**config.mk**
```make
export PLATFORM = sky130hd
export DESIGN_NAME = rf_update_flat
export DESIGN_NICKNAME = d
export VERILOG_FILES = /design/src/rtl/rf_update_if.sv /design/src/rtl/rf_update.sv /design/src/flat_wrapper.sv
export SDC_FILE = /design/constraint.sdc
export NUM_CORES = 1
export LEC_CHECK = 0
export ABC_AREA = 1
export CAP_MARGIN = 30
export CORE_AREA = 2 2 109 111
export CTS_CLUSTER_DIAMETER = 50
export DETAILED_ROUTE_END_ITERATION = 8
export DIE_AREA = 0 0 111 113
export PLACE_DENSITY_LB_ADDON = 0.05
export SYNTH_ARGS = -nofsm -noshare
export SYNTH_HDL_FRONTEND = slang
export SYNTH_SLANG_ARGS = --single-unit
```
**constraint.sdc**
```tcl
create_clock -name clk -period 1.1 [get_ports clk]
set_input_delay 0.165 -clock clk [delete_from_list [all_inputs] [get_ports clk]]
set_output_delay 0.165 -clock clk [all_outputs]
set_load 0.02 [all_outputs]
```
**src/rtl/rf_update_if.sv**
```systemverilog
// rf_update_if: per-core command handshake and shared memory read port of rf_update
interface rf_update_if #(parameter int NCORES = 2);
  logic [NCORES-1:0]    cmd_valid;
  logic [NCORES-1:0]    cmd_ready;
  logic [2*NCORES-1:0]  cmd_op;
  logic [16*NCORES-1:0] cmd_tag;
  logic [16*NCORES-1:0] cmd_val;
  logic                 mem_req;
  logic [15:0]          mem_addr;
  logic                 mem_gnt;
  logic                 mem_rvalid;
  logic [15:0]          mem_rdata;
  modport master (
    output cmd_valid, cmd_op, cmd_tag, cmd_val, mem_gnt, mem_rvalid, mem_rdata,
    input  cmd_ready, mem_req, mem_addr
  );
  modport slave (
    input  cmd_valid, cmd_op, cmd_tag, cmd_val, mem_gnt, mem_rvalid, mem_rdata,
    output cmd_ready, mem_req, mem_addr
  );
endinterface

```
**src/rtl/rf_update.sv**
```systemverilog
// rf_update: per-core register file with command updates and round-robin serialised memory fills
module rf_update #(
  parameter int NCORES = 2
) (
  input  logic                   clk,
  input  logic                   rst_n,
  rf_update_if.slave             bus,
  output logic [35*NCORES-1:0]   rf_out,
  output logic [NCORES-1:0]      fill_done
);
  localparam int IW = $clog2(NCORES);
  typedef enum logic [1:0] {IDLE, REQ, WAIT} state_t;
  state_t                    state, nstate;
  logic [NCORES-1:0]         valid, retr, locked;
  logic [NCORES-1:0][15:0]   tag, val;
  logic [IW-1:0]             idx, rr, sel;
  logic [15:0]               addr;
  // a retrieving entry is owned by the fill engine, so its core is stalled
  assign bus.cmd_ready = ~retr;
  // pack the entries, MSB first: valid, retrieving, locked, tag, val
  always_comb begin
    rf_out = '0;
    for (int i = 0; i < NCORES; i++) rf_out[35*i +: 35] = {valid[i], retr[i], locked[i], tag[i], val[i]};
  end
  // first retrieving entry at or after rr; scanning backwards lets the closest one win
  always_comb begin
    sel = rr;
    for (int k = NCORES-1; k >= 0; k--)
      if (retr[IW'((int'(rr) + k) % NCORES)]) sel = IW'((int'(rr) + k) % NCORES);
  end
  // entry storage: core commands, plus the fill write-back for the in-flight entry
  always_ff @(posedge clk or negedge rst_n)
    if (!rst_n) begin
      valid  <= '0;
      retr   <= '0;
      locked <= '0;
      tag    <= '0;
      val    <= '0;
    end else begin
      for (int i = 0; i < NCORES; i++)
        if (bus.cmd_valid[i] && !retr[i])
          case (bus.cmd_op[2*i +: 2])
            2'b00: begin
              tag[i]   <= bus.cmd_tag[16*i +: 16];
              val[i]   <= bus.cmd_val[16*i +: 16];
              valid[i] <= 1'b1;
            end
            2'b01: begin
              tag[i]   <= bus.cmd_tag[16*i +: 16];
              valid[i] <= 1'b0;
              retr[i]  <= 1'b1;
            end
            2'b10:   locked[i] <= 1'b1;
            default: locked[i] <= 1'b0;
          endcase
      if (state == WAIT && bus.mem_rvalid) begin
        val[idx]   <= bus.mem_rdata;
        retr[idx]  <= 1'b0;
        valid[idx] <= 1'b1;
      end
    end
  // fill FSM state register; reset abandons any outstanding read
  always_ff @(posedge clk or negedge rst_n)
    if (!rst_n) state <= IDLE;
    else state <= nstate;
  // fill FSM next state; data arriving outside WAIT is never consumed
  always_comb
    nstate = state == IDLE ? (|retr ? REQ : IDLE) :
             state == REQ  ? (bus.mem_gnt ? WAIT : REQ) :
                             (bus.mem_rvalid ? IDLE : WAIT);
  // latch the selected entry and its address, pulse completion, advance the round-robin pointer
  always_ff @(posedge clk or negedge rst_n)
    if (!rst_n) begin
      idx       <= '0;
      rr        <= '0;
      addr      <= '0;
      fill_done <= '0;
    end else begin
      fill_done <= '0;
      if (state == IDLE && |retr) begin
        idx  <= sel;
        addr <= tag[sel];
      end
      if (state == WAIT && bus.mem_rvalid) begin
        fill_done[idx] <= 1'b1;
        rr             <= int'(idx) == NCORES-1 ? '0 : idx + 1'b1;
      end
    end
  // fill FSM outputs: the request is exactly the REQ state, address held from selection
  always_comb begin
    bus.mem_req  = state == REQ;
    bus.mem_addr = addr;
  end
endmodule
```
**src/flat_wrapper.sv**
```systemverilog
// flat-port wrapper written by rule: the top's interface ports become plain ports
module rf_update_flat 
#(
  parameter int NCORES = 2
)
  (clk, rst_n, rf_out, fill_done, bus_cmd_valid, bus_cmd_op, bus_cmd_tag, bus_cmd_val, bus_mem_gnt, bus_mem_rvalid, bus_mem_rdata, bus_cmd_ready, bus_mem_req, bus_mem_addr);
  rf_update_if #(.NCORES(NCORES)) bus_i ();
  input  logic clk;
  input  logic rst_n;
  output logic [35*NCORES-1:0] rf_out;
  output logic [NCORES-1:0] fill_done;
  input wire logic [$bits(bus_i.cmd_valid)-1:0] bus_cmd_valid;
  input wire logic [$bits(bus_i.cmd_op)-1:0] bus_cmd_op;
  input wire logic [$bits(bus_i.cmd_tag)-1:0] bus_cmd_tag;
  input wire logic [$bits(bus_i.cmd_val)-1:0] bus_cmd_val;
  input wire logic [$bits(bus_i.mem_gnt)-1:0] bus_mem_gnt;
  input wire logic [$bits(bus_i.mem_rvalid)-1:0] bus_mem_rvalid;
  input wire logic [$bits(bus_i.mem_rdata)-1:0] bus_mem_rdata;
  output wire logic [$bits(bus_i.cmd_ready)-1:0] bus_cmd_ready;
  output wire logic [$bits(bus_i.mem_req)-1:0] bus_mem_req;
  output wire logic [$bits(bus_i.mem_addr)-1:0] bus_mem_addr;
  assign bus_i.cmd_valid = bus_cmd_valid;
  assign bus_i.cmd_op = bus_cmd_op;
  assign bus_i.cmd_tag = bus_cmd_tag;
  assign bus_i.cmd_val = bus_cmd_val;
  assign bus_i.mem_gnt = bus_mem_gnt;
  assign bus_i.mem_rvalid = bus_mem_rvalid;
  assign bus_i.mem_rdata = bus_mem_rdata;
  assign bus_cmd_ready = bus_i.cmd_ready;
  assign bus_mem_req = bus_i.mem_req;
  assign bus_mem_addr = bus_i.mem_addr;
  rf_update #(.NCORES(NCORES)) u_core (.clk(clk), .rst_n(rst_n), .bus(bus_i), .rf_out(rf_out), .fill_done(fill_done));
endmodule
```
==> metrics.txt, run 1 <==
R2R Path End u_core.rf_out[5]; vias 4,656; Final min period ~1.3 ns; nets@finish 920; Clk pwr share between 15 and 20%; DRT Pass-1 Iters 4; first-pass GRT wire length 22.5 mm; I/O pins 181; RSZ-0062 raised after global routing yes; worst min path class in -> async; H-Tree Depth 3; share of layout cells above drive strength 1 42.0%; reg2reg setup slack -0.20 ns; type of origin of the critical path flop; Data arrival, critical path 1.58 ns; sequential power share 27.5%; sequential cell area fraction in the yosys report 52.8%; Synth Cell Area 4360 µm²; Post-Synth Adder-Cell Area 0%; Worst-Margin Slew 0.387 ns; max_slew headroom roughly 74%; GP Congestion between 0.8 and 0.9; final setup skew roughly 0.0073 ns; simple-gate share of the synthesized area 32.1%; XOR/XNOR Fraction of Synth Area 0%; number of cells produced by synthesis 570; mux share of post-synthesis cell area 0%; number of synthesized register bits 92; # Max-Cap Violations 0; R2R cell count 7; peak supply drop 0.00180 V; Clock transition at path regs 0.07 ns; DIE WIDTH 111 µm; post-synthesis cell type count 22; worst skew pair latency 0.35 ns; status complete, but fails checks; worst r2r src u_core.retr[0]; number of global-route vias before repair 4,498; Syn. warnings 0; CTS tree built; detailed router's first-iteration violation count 171; crit path kind reg -> reg; top-area cell type share of the netlist area 52.8%; setup TNS -11.41 ns; failing checks negative setup slack; placed insts 927; switching share of power 43.2%; largest net degree at the start of global routing 41; Net Count, Synth between 600 and 700; final worst slack -0.197 ns; Num CTS Buffers 9; endpoints failing setup 91; Comb power frac 57.2%; pre-CTS setup slack -0.466 ns; gr usage total 22.5%; syn avg cell area 7.66 µm²; largest family of logic cells by synthesized area simple AND/OR/NAND/NOR gates; DR DRC count 0; final hold violation count 0; Initial Util 38.7%; P_int between 10 and 15 mW; Total Power 22.0 mW; Area Overhead vs Synth 79.8%; Cell Pwr Density 2800 nW/µm²; Root Buffer Master clkbuf_16; wire per inst ~15 µm; die area 12,500 µm²; drt via density 4.76; Hold Slack 0.218 ns; final wirelength approximately 15 mm; HPWL after DPL 9.75 mm; Pleak around 4.2 nW; Layout Cells excl Fill 978; Synth area leader dfrtp_1; Sw Pwr 9.49 mW; ranking of synthesized cells by area dfrtp_1 (53%), nand2_1 (22%), nand3_1 (7.6%); Slew Limit Fails 0; ant diodes 0; row count 39; Synth Area in Compound Gates 3.76%; WP data required about 1.4 ns; clk buf depth 2; total gr overflow 0; period utilization 118%; Core Region roughly 11,000 µm²; total clock sinks approximately 90; Port Buf Inserts 180; CP Max Fanout 8; Die Height approximately 110 µm; Max Freq 0.771 GHz; Critical Path End Type flop; Post-DRT Antenna Nets 0; initial antenna violation count 0
[worst max-delay path by stage]
stage	start	to	slack, ns	depth (start not counted)
2_1_floorplan	u_core.retr[1]	u_core.rf_out[65]	-0.17	7
3_3_place_gp	bus_mem_rvalid	u_core.rf_out[10]	-0.43	7
3_5_place_dp	bus_mem_rvalid	u_core.rf_out[10]	-0.47	7
4_1_cts	u_core.retr[0]	u_core.rf_out[20]	-0.15	8
5_1_grt	u_core.retr[0]	u_core.rf_out[5]	-0.27	7
6_report	u_core.retr[0]	u_core.rf_out[5]	-0.20	7
[repair_timing]
action                                  in CTS  in global routing
endpoints found under the setup margin     181                120
hold endpoints to repair                    92                  0
cloned                                       4                  7
pin swaps                                    9                 24
hold buffers                                 1                  0
buffers inserted                             9                 17
gates resized for setup                    437                172
[flip-flops by register name (all words and copies together), names as in the netlist]
signal               cells
u_core.idx               1
u_core.rf_out           64
u_core.state             2
u_core.locked            2
u_core.retr              2
u_core.fill_done         2
u_core.bus.mem_addr     16
u_core.rr                1
u_core.valid             2
[area by class of cell]
cell class                      instances  area, µm²
Sequential cell                        92       2300
Timing Repair inverter                  2       27.5
Inverter                               92        387
Timing Repair Buffer                  266       2440
Clock buffer                           10        229
Clock inverter                          6       88.8
Tap cell                              143        179
Fill cell                             914       3430
Multi-Input combinational cell        367       2190
[power by group through the flow]
stage / sequential [mW] / combinational, mW / clock [mW]
floorplan: 7.89 / 3.58 / 0
global placement: 6.02 / 10.9 / 0
CTS: 5.97 / 10.3 / 3.43
finish: 6.05 / 12.6 / 3.37
detailed placement: 6.03 / 11.1 / 0
global route: 6.24 / 13.6 / 3.57
[cell usage in the layout (no fill, tap or decap), drive strengths merged]
cell type      count
nand2            258
nor2               9
clkinv             4
buf              175
clkinvlp           2
nand3             66
nor3               1
clkdlybuf4s50     88
nor3b              1
o31ai              2
bufinv             2
clkbuf            12
o21ai             29
dfrtp             92
dlygate4sd3        1
inv               92
or2                1
[Yosys cell counts]
| library cell | instances |
|---|---|
| o21ai_0 | 28 |
| inv_1 | 86 |
| nor2_4 | 4 |
| nand2_2 | 3 |
| dfrtp_1 | 92 |
| clkinv_2 | 1 |
| or2_1 | 1 |
| nor3b_1 | 1 |
| nor3_1 | 1 |
| buf_4 | 4 |
| inv_2 | 4 |
| o21ai_2 | 1 |
| clkbuf_1 | 2 |
| buf_6 | 6 |
| clkinv_1 | 1 |
| nand3_1 | 66 |
| nand2_1 | 251 |
| nor2_2 | 2 |
| nand2_4 | 2 |
| o31ai_1 | 2 |
| nor2_1 | 3 |
| buf_2 | 9 |
[metrics by stage]
| step | util [%] | cell area (µm²) |
|---|---|---|
| global route | 69.6 | 7850 |
| global placement | 60.9 | 6870 |
| floorplan | - | 4540 |
| CTS | 62.8 | 7080 |
| detailed placement | 60.9 | 6870 |
| finish | 69.6 | 7850 |
[cells by family after synthesis]
| family | count (synthesis) |
|---|---|
| simple gates | 334 |
| flops | 92 |
| buf+inv | 113 |
| compound gates | 31 |
[worst max-delay path, stage by stage, from the launching register on]
cell	delay [ns]
dfrtp_2	0.44
buf_6	0.13
nor2_4	0.19
buf_4	0.16
nand2_4	0.10
nand2_1	0.08
nand3_1	0.07
nand2_1	0.07
[routing by layer]
layer,vias to the layer above,global-route usage (%),share of wire (%)
met1,2232,26.7,39
met3,22,7.71,6.9
met2,158,39.3,53
met4,0,6.25,1.4
met5,-,0,0
li1,2244,-,-
Power figures use the tool's default switching activity.
==> inputs of run 2 (changes only) <==
--- a/config.mk
+++ b/config.mk
@@ -11,6 +11,7 @@
 export CTS_CLUSTER_DIAMETER = 50
 export DETAILED_ROUTE_END_ITERATION = 8
 export DIE_AREA = 0 0 111 113
+export HOLD_SLACK_MARGIN = 0.03
 export PLACE_DENSITY_LB_ADDON = 0.05
 export SYNTH_ARGS = -nofsm -noshare
 export SYNTH_HDL_FRONTEND = slang
==> results of run 2 <==
The final DEF is identical to that of run 1; final timing and power are the same.
==> RTL change 1, RTL diff (flow settings as in run 2) <==
Make the reset (`rst_n`) synchronous in 3 clocked blocks.
--- a/src/rtl/rf_update.sv
+++ b/src/rtl/rf_update.sv
@@ -29,7 +29,7 @@
       if (retr[IW'((int'(rr) + k) % NCORES)]) sel = IW'((int'(rr) + k) % NCORES);
   end
   // entry storage: core commands, plus the fill write-back for the in-flight entry
-  always_ff @(posedge clk or negedge rst_n)
+  always_ff @(posedge clk)
     if (!rst_n) begin
       valid  <= '0;
       retr   <= '0;
@@ -60,7 +60,7 @@
       end
     end
   // fill FSM state register; reset abandons any outstanding read
-  always_ff @(posedge clk or negedge rst_n)
+  always_ff @(posedge clk)
     if (!rst_n) state <= IDLE;
     else state <= nstate;
   // fill FSM next state; data arriving outside WAIT is never consumed
@@ -69,7 +69,7 @@
              state == REQ  ? (bus.mem_gnt ? WAIT : REQ) :
                              (bus.mem_rvalid ? IDLE : WAIT);
   // latch the selected entry and its address, pulse completion, advance the round-robin pointer
-  always_ff @(posedge clk or negedge rst_n)
+  always_ff @(posedge clk)
     if (!rst_n) begin
       idx       <= '0;
       rr        <= '0;
Function: differs if rst_n is asserted again (counterexample within 4 cycles, from zero or initial values and one cycle with rst_n low); with rst_n held inactive, the same outputs for 4 cycles.
==> RTL change 1 against run 2 <==
Setup slack improved by 0.054 ns. The flow still finishes with violations (negative setup slack). Critical endpoint is now u_core.rf_out[41]$_SDFF_PN0_. First-iteration DRC count rose by 37%. Design area fell by 9.9%. Sequential cell count did not move. Routed wire length fell by 7.9%. Critical path depth rose by 1. Non-clock buffer count fell by 12. Worst hold slack improved by 0.15 ns. Area after synthesis fell by 6.4%.
Power is not compared: it rests on default switching activity, and its combinational part moved more than twofold at a synthesized area within 25%.
==> RTL change 1: results (changes against run 2) <==
Clocking
The worst-case clock buffer depth is 2 (unchanged). The later pin in the worst-skew pair is clocked with a latency of 0.34 ns. The number of buffers inserted during clock tree synthesis is 9 (unchanged). The H-tree depth is 3 (unchanged). The clock slew seen by the registers of the worst setup and hold paths is 0.06 ns. The post-cts repair resize count was 406 (-7.1%). The cell sitting at the root of the clock tree is a clkbuf_16. The count of buffers added by post-CTS timing repair for setup is 5 (-4).

Timing
The maximum clock skew at final layout is 0.00604 ns (-0.00130 ns). The measured slew at the worst slew-check pin is 0.258 ns (-0.129 ns). The total negative slack is -4.36 ns (+7.06 ns). The worst-case setup margin in the final layout is -0.143 ns (+0.0543 ns).

The number of setup violations in the final report came to 70 (-23%).

Global routing
The total routing resource utilization after global routing came to 0.208 (-0.0169). The maximum number of pins on one net before global-route repair is 35 (-15%). The total overflow reported by the global router is 0 (unchanged).

The initial antenna violation count is 0 (unchanged). The via count of the first global-routing pass is 4,371 (-2.8%). The global-route wire length before repair is 21,200 um (-5.8%).

Detailed routing
The first-pass detailed-route iteration total is 4 (unchanged). The total length of routed met2 wires is 6970 um (-12%). The average detailed-routed wire length per instance is 14.3 um (-6.8%). The highest layer used for signal routing is met4. The met3 wire length is 812 um (-22%). The wire length on met1 came to 5840 um (-0.44%). The count of vias placed by the detailed router is 4,565 (-2.0%). The violation count after the first detailed-routing iteration is 234 (+37%).

Logic synthesis
The most frequently used flop master after synthesis is dfxtp_1. The count of yosys warnings during synthesis is 0 (unchanged). Sorting the synthesized cells by area gives the leading types as dfxtp_1 45%, nand2_1 13%, inv_1 8.5%. By count the netlist is led by 140 x nand2_1, 92 x dfxtp_1, 92 x inv_1, 53 x nand3_1, 49 x o21ai_0. The async set or reset register ratio after synthesis was 0 (-1.00). The count of distinct cell types in the synthesized netlist came to 26 (+18%). The sequential share of the synthesized area is 0.451 (-0.0768). The synthesized area per cell was 6.97 um^2 (-8.9%). The net count after synthesis is 676 (+2.4%).

Hold path
The path category of the worst min-delay check is input port to flop.

Finish
The number of standard cells in the final layout excluding fillers was 967 (-1.1%). The antenna diode count was 0 (unchanged). The flip-flop count of the largest register after layout is 64 (unchanged). The share of post-route cells with drive strength above 1 was 0.342 (-0.0781). The post-layout net count was 909 (-1.2%).

Placement
The global placement routability congestion is 0.819 (+0.27%). The worst-case setup slack after placement was -0.625 ns (-0.160 ns). The HPWL after detailed placement is 9560 um (-1.9%). The total of buffers placed on input and output ports is 180 (unchanged).

The placed cell area is 6480 um^2 (-5.7%). The cell count after placement is 936 (+0.97%).

Pwr
The leakage component of the power is 3.42 nW. Of the total power, the share spent switching nets is 0.287. The worst-case IR drop observed on VDD is 0.000797 V.

Critical path
The delay of the slowest critical-path stage is 0.34 ns (-0.10 ns). The kind of cell with the highest combined delay on the critical path is simple AND/OR/NAND/NOR gates. The maximum net fanout on the critical path is 8 (unchanged).

The critical path data arrival time is 1.48 ns (-0.10 ns). Among all stages on the critical path, the largest delay is contributed by dfxtp_2.

Outcome
The flow ran to the end, but the final reports show violations. The checks that failed: negative setup slack.
[RTL change 1: cell types whose count changed after synthesis, moves of 13 or more]
cell     change
nand2_1    -111
nand4_1     +33
a21oi_1     +35
dfrtp_1     -92
nor2_1      +37
o21ai_0     +21
nand3_1     -13
dfxtp_1     +92
[RTL change 1: per-layer routing]
layer  vias up  track usage
met5         -            0
met4         0       0.0717
met3        15       0.0514
met2       139        0.362
met1      2075        0.253
li1       2336            -
[RTL change 1: layout make-up]
type	count	area, um^2
sequential	92	1850
tap	143	179
inverter	97	372
timing repair buffer	254	2260
clock buffer	12	256
fill	1059	4200
clock inverter	4	46.3
multi-input combinational	365	2100
[RTL change 1: worst paths after layout]
| kind | cells past startpoint | from | slack, ns | end |
|---|---|---|---|---|
| worst max-delay path | 8 | u_core.state[0]$_SDFF_PN0_ | -0.14 | u_core.rf_out[41]$_SDFF_PN0_ |
| worst min register to register | 2 | u_core.locked[0]$_SDFFE_PN0P_ | 0.46 | u_core.locked[0]$_SDFFE_PN0P_ |
| worst max register to register | 8 | u_core.state[0]$_SDFF_PN0_ | -0.14 | u_core.rf_out[41]$_SDFF_PN0_ |
| worst min-delay path | 4 | rst_n | 0.37 | u_core.locked[0]$_SDFFE_PN0P_ |
[RTL change 1: power by group through the flow]
stage          Combinational, mW  Sequential [mW]  Clock, mW
2_1_floorplan              0.674             4.05          0
3_3_place_gp                2.07             3.77          0
3_5_place_dp                2.09             3.78          0
4_1_cts                     2.00             3.70       3.25
5_1_grt                     2.41             3.73       3.38
6_report                    2.22             3.70       3.17
[RTL change 1: logic make-up after synthesis]
kind of cell           after synthesis  synth area share
buffers and inverters              130             0.133
AO/OA/AOI/OAI                       89             0.114
flip-flops                          92             0.451
AND/OR/NAND/NOR                    275             0.303
==> RTL change 2, RTL diff (config.mk and constraints of run 2) <==
Without the edit above. Encoding of `state_t`: now one-hot (3 bits for 3 states).
--- a/src/rtl/rf_update.sv
+++ b/src/rtl/rf_update.sv
@@ -9,7 +9,7 @@
   output logic [NCORES-1:0]      fill_done
 );
   localparam int IW = $clog2(NCORES);
-  typedef enum logic [1:0] {IDLE, REQ, WAIT} state_t;
+  typedef enum logic [2:0] {IDLE = 3'b001, REQ = 3'b010, WAIT = 3'b100} state_t;
   state_t                    state, nstate;
   logic [NCORES-1:0]         valid, retr, locked;
   logic [NCORES-1:0][15:0]   tag, val;
Behaviour: no difference found for any inputs over 4 cycles, from zero or initial values and one cycle with rst_n low; so few cycles prove little.
==> RTL change 2 against run 2 <==
The run still ends with negative setup slack left. Fmax decreased by 2.1%. Global-route usage increased by 0.15 points. Routed wire length decreased by 1.1%. Die area unchanged. Design area decreased by 3.5%. Sequential cell count increased by 1. Area after synthesis increased by 2.7%. Setup slack got worse by 0.027 ns. Total power decreased by 7.4%.
==> RTL change 2: results (changes against run 2) <==
Pwr
The leakage component of the power is 4.11 nW (-2.9%). The net switching share of the total power came to 0.425 (-0.00646). The worst ir drop on vdd was 0.00139 V (-22%).

Logic synthesis
The sequential share of the synthesized area is 0.520 (-0.00784). The cell count after synthesis is 576 (+1.1%). After synthesis, the cell types taking the most area are dfrtp_1 51%, nand2_1 19%, nand3_1 9.3%. The count of distinct cell types in the synthesized netlist was 21 (-4.5%).

By count the netlist is led by 223 x nand2_1, 92 x dfrtp_1, 90 x inv_1, 83 x nand3_1, 20 x o21ai_0.

Finish
The total of fill cells in the finished design is 968 (+5.9%). The share of post-route cells with drive strength above 1 is 0.371 (-0.0493).

Timing
The number of setup violations in the final report is 96 (+5.5%). The worst-case setup margin in the final layout is -0.224 ns (-0.0272 ns). The maximum clock skew at final layout is 0.00607 ns (-0.00128 ns). The worst-case headroom to the max-slew limit came to 0.804 (+0.0645). The total negative slack was -14.09 ns (-2.68 ns).

Outcome
The run finished, with violations left. The final reports fail on negative setup slack.

Global routing
The total routing resource utilization after global routing is 0.227 (+0.00152). The maximum number of pins on one net before global-route repair came to 55 (+34%). The global-route wire length before repair came to 23,100 um (+2.9%).

The via count of the first global-routing pass is 4,859 (+8.0%).

Critical path
Broken down by cell family, the worst path's largest delay share belongs to buffers and inverters. The delay of the slowest critical-path stage is 0.39 ns (-0.05 ns). The critical path data arrival time was 1.55 ns (-0.03 ns).

The maximum net fanout on the critical path came to 7 (-1). The origin of the critical flop-to-flop path is u_core.state[1]$_DFF_PN0_.

Clocking
The insertion delay to the later sink of the worst-skew pair is 0.33 ns (-0.02 ns).

Detailed routing
The routed via count divided by cell count is 4.76 (about the same). The total wire length is 14,800 um (-1.1%). The violation count after the first detailed-routing iteration was 222 (+30%).

Placement
The cell count after placement is 929 (+0.22%).
-- RTL change 2: what timing repair did --
item | 4_1_cts | 5_1_grt
resized for setup | 446 | 78
setup buffers | 12 | 6
pin swaps | 41 | 30
hold endpoints to repair | 92 | 0
cloned | 2 | 7
setup endpoints to repair | 183 | 101
hold buffers | 1 | 0
-- RTL change 2: logic make-up after synthesis --
logic type	synth area share
flops	0.520
buf+inv	0.117
compound gates	0.0447
simple gates	0.319
-- RTL change 2: worst register-to-register path, stage by stage, from the launching register on --
cell and delay [ns]:
dfrtp_1 0.39, buf_6 0.13, nor2_4 0.16, nand3_4 0.10, buf_12 0.17, clkbuf_16 0.17, nand3_2 0.06, nand2_1 0.04
-- RTL change 2: worst max-delay path by stage --
| stage | from | to | slack [ns] | cells past startpoint |
|---|---|---|---|---|
| finish | u_core.state[1]$_DFF_PN0_ | u_core.rf_out[41]$_DFF_PN0_ | -0.22 | 7 |
| global route | u_core.state[0]$_DFF_PN1_ | bus_mem_req | -0.27 | 4 |
| CTS | u_core.state[0]$_DFF_PN1_ | bus_mem_req | -0.21 | 4 |
| detailed placement | bus_cmd_op[3] | u_core.rf_out[50]$_DFF_PN0_ | -0.38 | 6 |
| global placement | bus_cmd_op[3] | u_core.rf_out[35]$_DFF_PN0_ | -0.34 | 6 |
| floorplan | u_core.state[0]$_DFF_PN1_ | u_core.bus.mem_addr[10]$_DFFE_PN0P_ | -0.16 | 8 |
-- RTL change 2: final cells by class --
cell class	instances	area, um^2	area share
Sequential cell	93	2330	0.308
Timing Repair Buffer	256	2220	0.293
Multi-Input combinational cell	365	2080	0.274
Inverter	97	407	0.0537
Clock buffer	13	260	0.0344
Tap cell	143	179	0.0236
Clock inverter	3	67.6	0.00893
Timing Repair inverter	3	28.8	0.00380
-- RTL change 2: power by group through the flow --
| stage | registers, mW | clock network [mW] | logic (mW) |
|---|---|---|---|
| after global placement | 5.98 | 0 | 10.3 |
| after detailed placement | 6.03 | 0 | 10.5 |
| final | 5.98 | 3.38 | 11.0 |
| after CTS | 5.94 | 3.45 | 10.1 |
| after floorplan | 7.82 | 0 | 3.46 |
| after global routing | 6.15 | 3.63 | 12.0 |
-- RTL change 2: through the flow --
step	setup WS [ns]	area, um^2
after floorplan	-0.164	4540
after global placement	-0.339	6790
after detailed placement	-0.376	6790
after CTS	-0.213	7110
after global routing	-0.272	7570
final	-0.224	7570
-- RTL change 2: per-layer routing --
layer | track usage | vias up | share of wire
met5 | 0 | - | 0
met4 | 0.0608 | 0 | 0.014
met3 | 0.0632 | 16 | 0.065
met2 | 0.404 | 152 | 0.51
met1 | 0.272 | 2204 | 0.41
li1 | - | 2262 | -
